File: config.mk
export PLATFORM = sky130hd
export DESIGN_NAME = sram_bus_arbiter
export DESIGN_NICKNAME = d
export VERILOG_FILES = /design/src/rtl/sram_bus_arbiter.sv
export SDC_FILE = /design/constraint.sdc
export NUM_CORES = 1
export LEC_CHECK = 0
export ABC_AREA = 1
export CORE_AREA = 2 2 120 122
export CTS_CLUSTER_SIZE = 40
export DETAILED_ROUTE_END_ITERATION = 12
export DIE_AREA = 0 0 122 124
export PLACE_DENSITY = 0.62
export SETUP_SLACK_MARGIN = 0.1
export SYNTH_ARGS = -nofsm -noshare
export SYNTH_HDL_FRONTEND = slang
export SYNTH_SLANG_ARGS = --single-unit
File: constraint.sdc
create_clock -name clk -period 4.4 [get_ports clk]
set_input_delay 0.44 -clock clk [delete_from_list [all_inputs] [get_ports clk]]
set_output_delay 0.44 -clock clk [all_outputs]
set_load 0.03 [all_outputs]
File: src/rtl/sram_bus_arbiter.sv
// Two-master (inst/data) to one-slave arbiter for the SRAM-like bus.
// An owner FIFO routes each data_ok/rdata back to the master that issued the request.
module sram_bus_arbiter #(
  parameter int MAX_OUTSTANDING = 2
) (
  input  logic        clk,
  input  logic        resetn,
  input  logic        inst_req,
  input  logic        inst_wr,
  input  logic [1:0]  inst_size,
  input  logic [31:0] inst_addr,
  input  logic [31:0] inst_wdata,
  output logic        inst_addr_ok,
  output logic        inst_data_ok,
  output logic [31:0] inst_rdata,
  input  logic        data_req,
  input  logic        data_wr,
  input  logic [1:0]  data_size,
  input  logic [31:0] data_addr,
  input  logic [31:0] data_wdata,
  output logic        data_addr_ok,
  output logic        data_data_ok,
  output logic [31:0] data_rdata,
  output logic        bus_req,
  output logic        bus_wr,
  output logic [1:0]  bus_size,
  output logic [31:0] bus_addr,
  output logic [31:0] bus_wdata,
  input  logic        bus_addr_ok,
  input  logic        bus_data_ok,
  input  logic [31:0] bus_rdata,
  output logic        busy,
  output logic        protocol_err
);

  localparam int PW = (MAX_OUTSTANDING > 1) ? $clog2(MAX_OUTSTANDING) : 1;
  localparam int CW = $clog2(MAX_OUTSTANDING + 1);
  localparam logic [CW-1:0] CNT_MAX  = CW'(MAX_OUTSTANDING);
  localparam logic [PW-1:0] PTR_LAST = PW'(MAX_OUTSTANDING - 1);

  typedef enum logic {
    OWN_INST = 1'b0,
    OWN_DATA = 1'b1
  } owner_e;

  logic [(1<<PW)-1:0] owner_q;
  logic [PW-1:0]      head_q;
  logic [PW-1:0]      tail_q;
  logic [CW-1:0]      count_q;
  logic               lock_q;
  owner_e             lock_owner_q;
  logic               perr_q;

  owner_e grant;
  logic   grant_vld;
  logic   full;
  logic   push;
  logic   pop;
  logic   head_owner;

  function automatic logic [PW-1:0] ptr_inc(input logic [PW-1:0] p);
    return (p == PTR_LAST) ? '0 : p + 1'b1;
  endfunction

  // A locked owner keeps the bus until its pending request is accepted.
  always_comb begin
    grant     = OWN_INST;
    grant_vld = 1'b0;
    if (lock_q) begin
      grant     = lock_owner_q;
      grant_vld = 1'b1;
    end else if (data_req) begin
      grant     = OWN_DATA;
      grant_vld = 1'b1;
    end else if (inst_req) begin
      grant     = OWN_INST;
      grant_vld = 1'b1;
    end
  end

  // Full is taken from the registered count only: a same-cycle pop never opens a slot.
  assign full = (count_q == CNT_MAX);

  always_comb begin
    bus_req   = 1'b0;
    bus_wr    = 1'b0;
    bus_size  = 2'd0;
    bus_addr  = 32'd0;
    bus_wdata = 32'd0;
    if (resetn && grant_vld) begin
      if (grant == OWN_DATA) begin
        bus_req   = data_req && !full;
        bus_wr    = data_wr;
        bus_size  = data_size;
        bus_addr  = data_addr;
        bus_wdata = data_wdata;
      end else begin
        bus_req   = inst_req && !full;
        bus_wr    = inst_wr;
        bus_size  = inst_size;
        bus_addr  = inst_addr;
        bus_wdata = inst_wdata;
      end
    end
  end

  assign push       = bus_req && bus_addr_ok;
  assign pop        = bus_data_ok && (count_q != '0);
  assign head_owner = owner_q[head_q];

  assign inst_addr_ok = push && (grant == OWN_INST);
  assign data_addr_ok = push && (grant == OWN_DATA);
  assign inst_data_ok = resetn && pop && !head_owner;
  assign data_data_ok = resetn && pop && head_owner;
  assign inst_rdata   = resetn ? bus_rdata : 32'd0;
  assign data_rdata   = resetn ? bus_rdata : 32'd0;
  assign busy         = (count_q != '0);
  assign protocol_err = perr_q;

  always_ff @(posedge clk or negedge resetn) begin
    if (!resetn) begin
      owner_q      <= '0;
      head_q       <= '0;
      tail_q       <= '0;
      count_q      <= '0;
      lock_q       <= 1'b0;
      lock_owner_q <= OWN_INST;
      perr_q       <= 1'b0;
    end else begin
      if (push) begin
        owner_q[tail_q] <= (grant == OWN_DATA);
        tail_q          <= ptr_inc(tail_q);
      end
      if (pop) begin
        head_q <= ptr_inc(head_q);
      end
      case ({push, pop})
        2'b10:   count_q <= count_q + 1'b1;
        2'b01:   count_q <= count_q - 1'b1;
        default: count_q <= count_q;
      endcase
      // Lock follows every presented request; it clears only on acceptance.
      if (bus_req) begin
        lock_q       <= !bus_addr_ok;
        lock_owner_q <= grant;
      end
      if (bus_data_ok && (count_q == '0)) begin
        perr_q <= 1'b1;
      end
    end
  end

endmodule
==> results of run 1 <==
-- critical path: stages --
cell,delay [ns]
clkdlybuf4s50_1,0.51
nand2_2,0.09
nand2_4,0.07
buf_4,0.56
nand2_1,0.10
a21oi_1,0.23
clkdlybuf4s50_1,0.72
-- per-stage QoR --
step / instance area, µm² / utilization [%]
global placement: 4990 / 36.4
detailed placement: 4990 / 36.4
CTS: 5070 / 37.0
finish: 5070 / 37.0
global route: 5070 / 37.0
floorplan: 2010 / -
-- flip-flops by register name (all words and copies together) (netlist names) --
signal	cells
count_q	2
tail_q	1
protocol_err	1
lock_owner_q	1
head_q	1
lock_q	1
owner_q	2
-- worst max path at each step --
stage	from	end	slack, ns	cells after the start
finish	data_req	bus_wdata[28]	1.22	7
global route	data_req	bus_wdata[28]	1.03	7
CTS	data_req	bus_wdata[28]	1.18	7
detailed placement	data_req	bus_wdata[28]	1.19	7
global placement	data_req	bus_wdata[28]	1.16	7
floorplan	resetn	bus_addr[21]	2.47	5
-- kinds of logic after synthesis --
family                   count (synthesis)
AO/OA/AOI/OAI                           74
adder cells (fa/ha/maj)                  1
AND/OR/NAND/NOR                        197
XOR/XNOR                                 3
flip-flops                               9
buffers and inverters                  100
-- metal layers --
layer / track usage [%] / share of wire (%)
met1: 13.5 / 36
met2: 24.1 / 51
met3: 3.89 / 12
met4: 1.94 / 1.4
met5: 0 / 0
-- cell type report --
cell class                      count  share of cell area (%)
Timing Repair Buffer              313                    62.1
Multi-Input combinational cell    275                    24.4
Sequential cell                     9                    4.44
Tap cell                          180                    4.44
Inverter                           42                    3.11
Clock buffer                        4                    1.55
-- cell usage in the layout (no fill, tap or decap) --
master,n
a21oi_1,58
inv_1,40
o21ai_0,3
nand2_2,2
clkbuf_16,3
ha_1,1
clkbuf_1,1
nand3_1,2
or2_2,1
buf_4,2
xnor2_1,1
clkdlybuf4s50_1,309
nand2_4,2
dfrtp_1,9
nand2_1,180
o21a_1,1
a31o_2,1
inv_2,2
o21ai_1,1
nor2b_4,1
buf_12,2
a21oi_2,10
nand4_1,4
xor2_1,2
nor2_1,5
-- report_power, final --
part / internal [mW] / switching, mW
clock: 0.121 / 0.0380
sequential: 0.120 / 0.0235
combinational: 0.686 / 1.02
total: 0.926 / 1.08
==> results.md, run 1 <==
- Tot GR Track Use: 12.5%
- Setup violators final: 0
- Gate Count Post-Synth: 384
- Status: completed
- Mux contribution to synthesized area: 0%
- Grt total ovfl: 0
- Final-report max-slew violation count: 0
- Overall Power: 2.01 mW
- # IOs: 310
- Register bit total from synthesis: 9
- Port bufs: 309
- Total iterations of the first detailed-routing run: 6
- Placed wire-length estimate: 8.72 mm
- DRT antenna net count: 0
- Synth Area in Compound Gates: 20.6%
- Starting DRT DRC Count: 113
- Total die area: 0.0151 mm²
- Largest family of logic cells by synthesized area: simple AND/OR/NAND/NOR gates
- Max Fanout on Critical Path: a little under 70
- First-pass GRT wire length: between 15 and 20 mm
- Via-to-Cell Ratio: 3.90
- Setup Total Neg Slack: 0 ns
- Initial Util: between 10% and 20%
- Hold_ws: 0.467 ns
- Ys async rst share: 100%
- Postcts setup bufs: 0
- Clock Latency Late Sink: roughly 0.23 ns
- Post-synth EDFFs: 0
- Ys flop type: dfrtp_1
- Area fraction of the dominant cell type after synthesis: 33.8%
- CTS tree: done
- Reg area: 225 µm²
- # nets final: 817
- Core ar.: 0.0137 mm²
- Final std cells w/o fill: 823
- TritonCTS Buffers: 3
- Share of layout cells above drive strength 1: 4.04%
- RSZ-0062 raised after global routing: no
- Die Width: about 120 µm
- Initial antenna violation count: 0
- Post-synthesis adder-cell area fraction: 0.623%
- Hold Path Cell Cnt: 1
- Largest net degree at the start of global routing: 70
- FILL cells: between 1000 and 1500
- Worst hold endpoint: protocol_err
- # rows: 43
- Simple logic cell fraction of the synthesized area: between 30% and 40%
- Placed Cells: roughly 820
- Kind of critical path: primary input to output port
- Most frequent cells after synthesis: 181 x nand2_1, 58 x a21oi_1, 40 x inv_1
- Synth warnings: 0
- Vias in the first global route: 3086
- RR Startpoint: lock_q
- CP Launch Type: primary input
- Least-Margin Pin Slew: between 0.7 and 0.8 ns
- VDD IR max: 0.397 mV
- Clk buf depth: 2
- Worst Hold Launch: protocol_err
- P_leak: 2.22 nW
- Via count: 3208
- Hold Fails Final Rpt: 0
- RR Endpoint: count_q[1]
- Clock Pin Slew Worst Setup and Hold Paths: 0.04 ns
- Worst setup margin: 1.22 ns
- F_max: 0.315 GHz
- Area leader, netlist: nand2_1
- Worst R2R Setup Slack: 2.48 ns
- Synth area leaders: nand2_1 34%, a21oi_1 14%, buf_4 12%
- Critical Path AT: between 2 and 3 ns
- R2R depth: 9
- Clock period minus worst slack: 3.18 ns
- Avg Synthesized Cell Area: 5.23 µm²
- Min-delay worst type: flip-flop to flip-flop
- Skew final: 0.00362 ns
- Slew HR: 52.8%
- Worst slack, placed: ~1.2 ns
- DRC violations left: 0
- CTS resizes: 0
- Htree depth: 1
- XOR/XNOR share of the synthesized area: between 1 and 1.5%
- Multi-input gate area: 0.00124 mm²
- Pwr dens: 395 mW/mm²
- Post-synth net total: 557
- Final WL: approximately 11 mm
- Die height: 124 µm
- WP data required: 3.96 ns
- Sequential-to-total area share from yosys stat: 11.2%
- Cell with the most instances after synthesis: nand2_1
- Hold-fix buffers at CTS: 0
- Area Overhead vs Synth: 153%
- Drt wl/cell: about 13 µm
- Mapped cell area: 0.00201 mm²
- Distinct cells, synth: 24
- Final Cycle Share: 72.2%
- CTS Root Buffer Type: clkbuf_16
- Diode count: 0
- Routability cong.: 0.743
- Setup crit end kind: output port
- Max Cap Violations: 0
- Clock sinks: 9
Note: power is estimated with default switching activity, not from simulation.
==> inputs of run 2 (changes only) <==
PLACE_DENSITY = 0.64   (was 0.62)
clock period = 2.8 ns   (was 4.4 ns; I/O delays follow)
==> results.md, run 2 (same netlist as run 1, synthesis figures left out) <==
- Routability cong.: 0.751 (+1.1%)
- Hold Fails Final Rpt: 0 (unchanged)
- Largest net degree at the start of global routing: 72 (+2.9%)
- CTS Root Buffer Type: clkbuf_16
- Slew HR: 64.5% (+12 points)
- # rows: 43 (unchanged)
- Overall Power: 3.13 mW (+56%)
- Tot GR Track Use: 11.6% (-0.89 points)
- Skew final: 0.00196 ns (-0.00166 ns)
- Critical Path AT: 1.99 ns (-0.75 ns)
- Min-delay worst type: primary input to async pin
- CTS tree: done
- Final Cycle Share: 81.2%
- Max Fanout on Critical Path: 38 (-45%)
- Die Width: 122 µm (unchanged)
- # nets final: 824 (+0.86%)
- Final Util: 35.6% (-1.3 points)
- Placed cell area: 0.00481 mm² (-3.8%)
- Critical Path Source: resetn
- R2R depth: 9 (unchanged)
- Max Cap Violations: 0 (unchanged)
- Final-report max-slew violation count: 0 (unchanged)
- Share of layout cells above drive strength 1: 26.0% (+22 points)
- Most frequent cells in the layout: 180 x nand2_1, 173 x clkdlybuf4s50_1, 137 x buf_4
- CTS resizes: 0 (unchanged)
- Total die area: 0.0151 mm² (unchanged)
- Worst setup margin: 0.527 ns (-0.696 ns)
- Initial Util: 14.6% (unchanged)
- DRT antenna net count: 0 (unchanged)
- Port bufs: 309 (unchanged)
- RR Startpoint: lock_q
- Design area: 0.00489 mm² (-3.7%)
- Clock Latency Late Sink: 0.23 ns (about the same)
- Clock sinks: 9 (unchanged)
- Initial antenna violation count: 1 (+1)
- Starting DRT DRC Count: 66 (-42%)
- Setup violators final: 0 (unchanged)
- VDD IR max: 0.501 mV (+26%)
- Via-to-Cell Ratio: 3.85 (-1.2%)
- Setup crit end kind: output port
- Core ar.: 0.0137 mm² (unchanged)
- # IOs: 310 (unchanged)
- Kind of critical path: primary input to output port
- FILL cells: 1482 (+3.9%)
- Placed wire-length estimate: 8.51 mm (-2.4%)
- DRC violations left: 0 (unchanged)
- Via count: 3201 (-0.22%)
- P_leak: 2.49 nW (+12%)
- TritonCTS Buffers: 3 (unchanged)
- Clock period minus worst slack: about 2.3 ns
- Vias in the first global route: 2923 (-5.3%)
- Clk buf depth: 2 (unchanged)
- Final WL: 10.2 mm (-4.3%)
- Drt wl/cell: 12.3 µm (-5.2%)
- Hold-fix buffers at CTS: 0 (unchanged)
- Die height: 124 µm (unchanged)
- Crit path to: bus_addr[7]
- Largest regs: count_q (2), owner_q (2)
- Pwr dens: 641 mW/mm² (+62%)
- Status: completed
- Least-Margin Pin Slew: 0.530 ns (-0.178 ns)
- Total iterations of the first detailed-routing run: 4 (-2)
- Worst slack, placed: 0.527 ns (-0.658 ns)
- RR Endpoint: count_q[1]
- WP data required: 2.52 ns (-1.44 ns)
- Area Overhead vs Synth: 143%
- Worst R2R Setup Slack: 0.95 ns (-1.53 ns)
- First-pass GRT wire length: 14.3 mm (-6.3%)
- Htree depth: 1 (unchanged)
- Postcts setup bufs: 0 (unchanged)
- Most common cell after layout, fill and taps aside: nand2_1
- Setup Total Neg Slack: 0 ns (unchanged)
- RSZ-0062 raised after global routing: no
- Grt total ovfl: 0 (unchanged)
- F_max: 0.440 GHz
- Clock Pin Slew Worst Setup and Hold Paths: 0.04 ns (about the same)
- CP Launch Type: primary input
## run 2: changes by cell type in the layout (fill, tap and decap cells not counted)
cell,before,now
buf_12,2,10
buf_4,2,137
clkdlybuf4s50_1,309,173
diode_2,0,1
## run 2: how the worst min path moves through the flow
stage                         endpoint  slack, ns  cells past startpoint          from
final                       owner_q[0]       0.29                      1        resetn
after CTS                   owner_q[0]       0.29                      1        resetn
after global placement    protocol_err       0.47                      1  protocol_err
after floorplan             count_q[0]      -0.02                      0        resetn
after detailed placement  protocol_err       0.47                      1  protocol_err
after global routing            head_q       0.30                      1        resetn
## run 2: per-stage QoR
stage                     hold WS [ns]  instances
after floorplan                -0.0156        384
after global placement           0.472        826
after detailed placement         0.473        826
after CTS                        0.290        830
after global routing             0.301        831
final                            0.288        831
## run 2: power breakdown
part | internal, mW | switching [mW]
registers | 0.189 | 0.0395
logic | 1.04 | 1.62
clock network | 0.190 | 0.0603
total | 1.42 | 1.72
## run 2: worst max-delay path, cell delays in order
cell and delay [ns]:
clkdlybuf4s50_1 0.62, nand2_2 0.37, buf_12 0.31, a21oi_1 0.18
buf_4 0.19
## run 2: metal layers
metal / part of all wire [%] / GRT usage (%) / up-vias
met2: 50 / 22.6 / 180
met5: 0 / 0 / -
met4: 1.3 / 2.08 / 0
met3: 11 / 2.84 / 8
met1: 38 / 12.8 / 1339
li1: - / - / 1674
## run 2: cell type report
class	instances	area [µm²]	area share, %
Antenna cell	1	2.50	0.0512
Clock buffer	4	78.8	1.61
Inverter	42	158	3.23
Multi-Input combinational cell	275	1240	25.3
Sequential cell	9	225	4.61
Tap cell	180	225	4.61
Timing Repair Buffer	320	2960	60.6
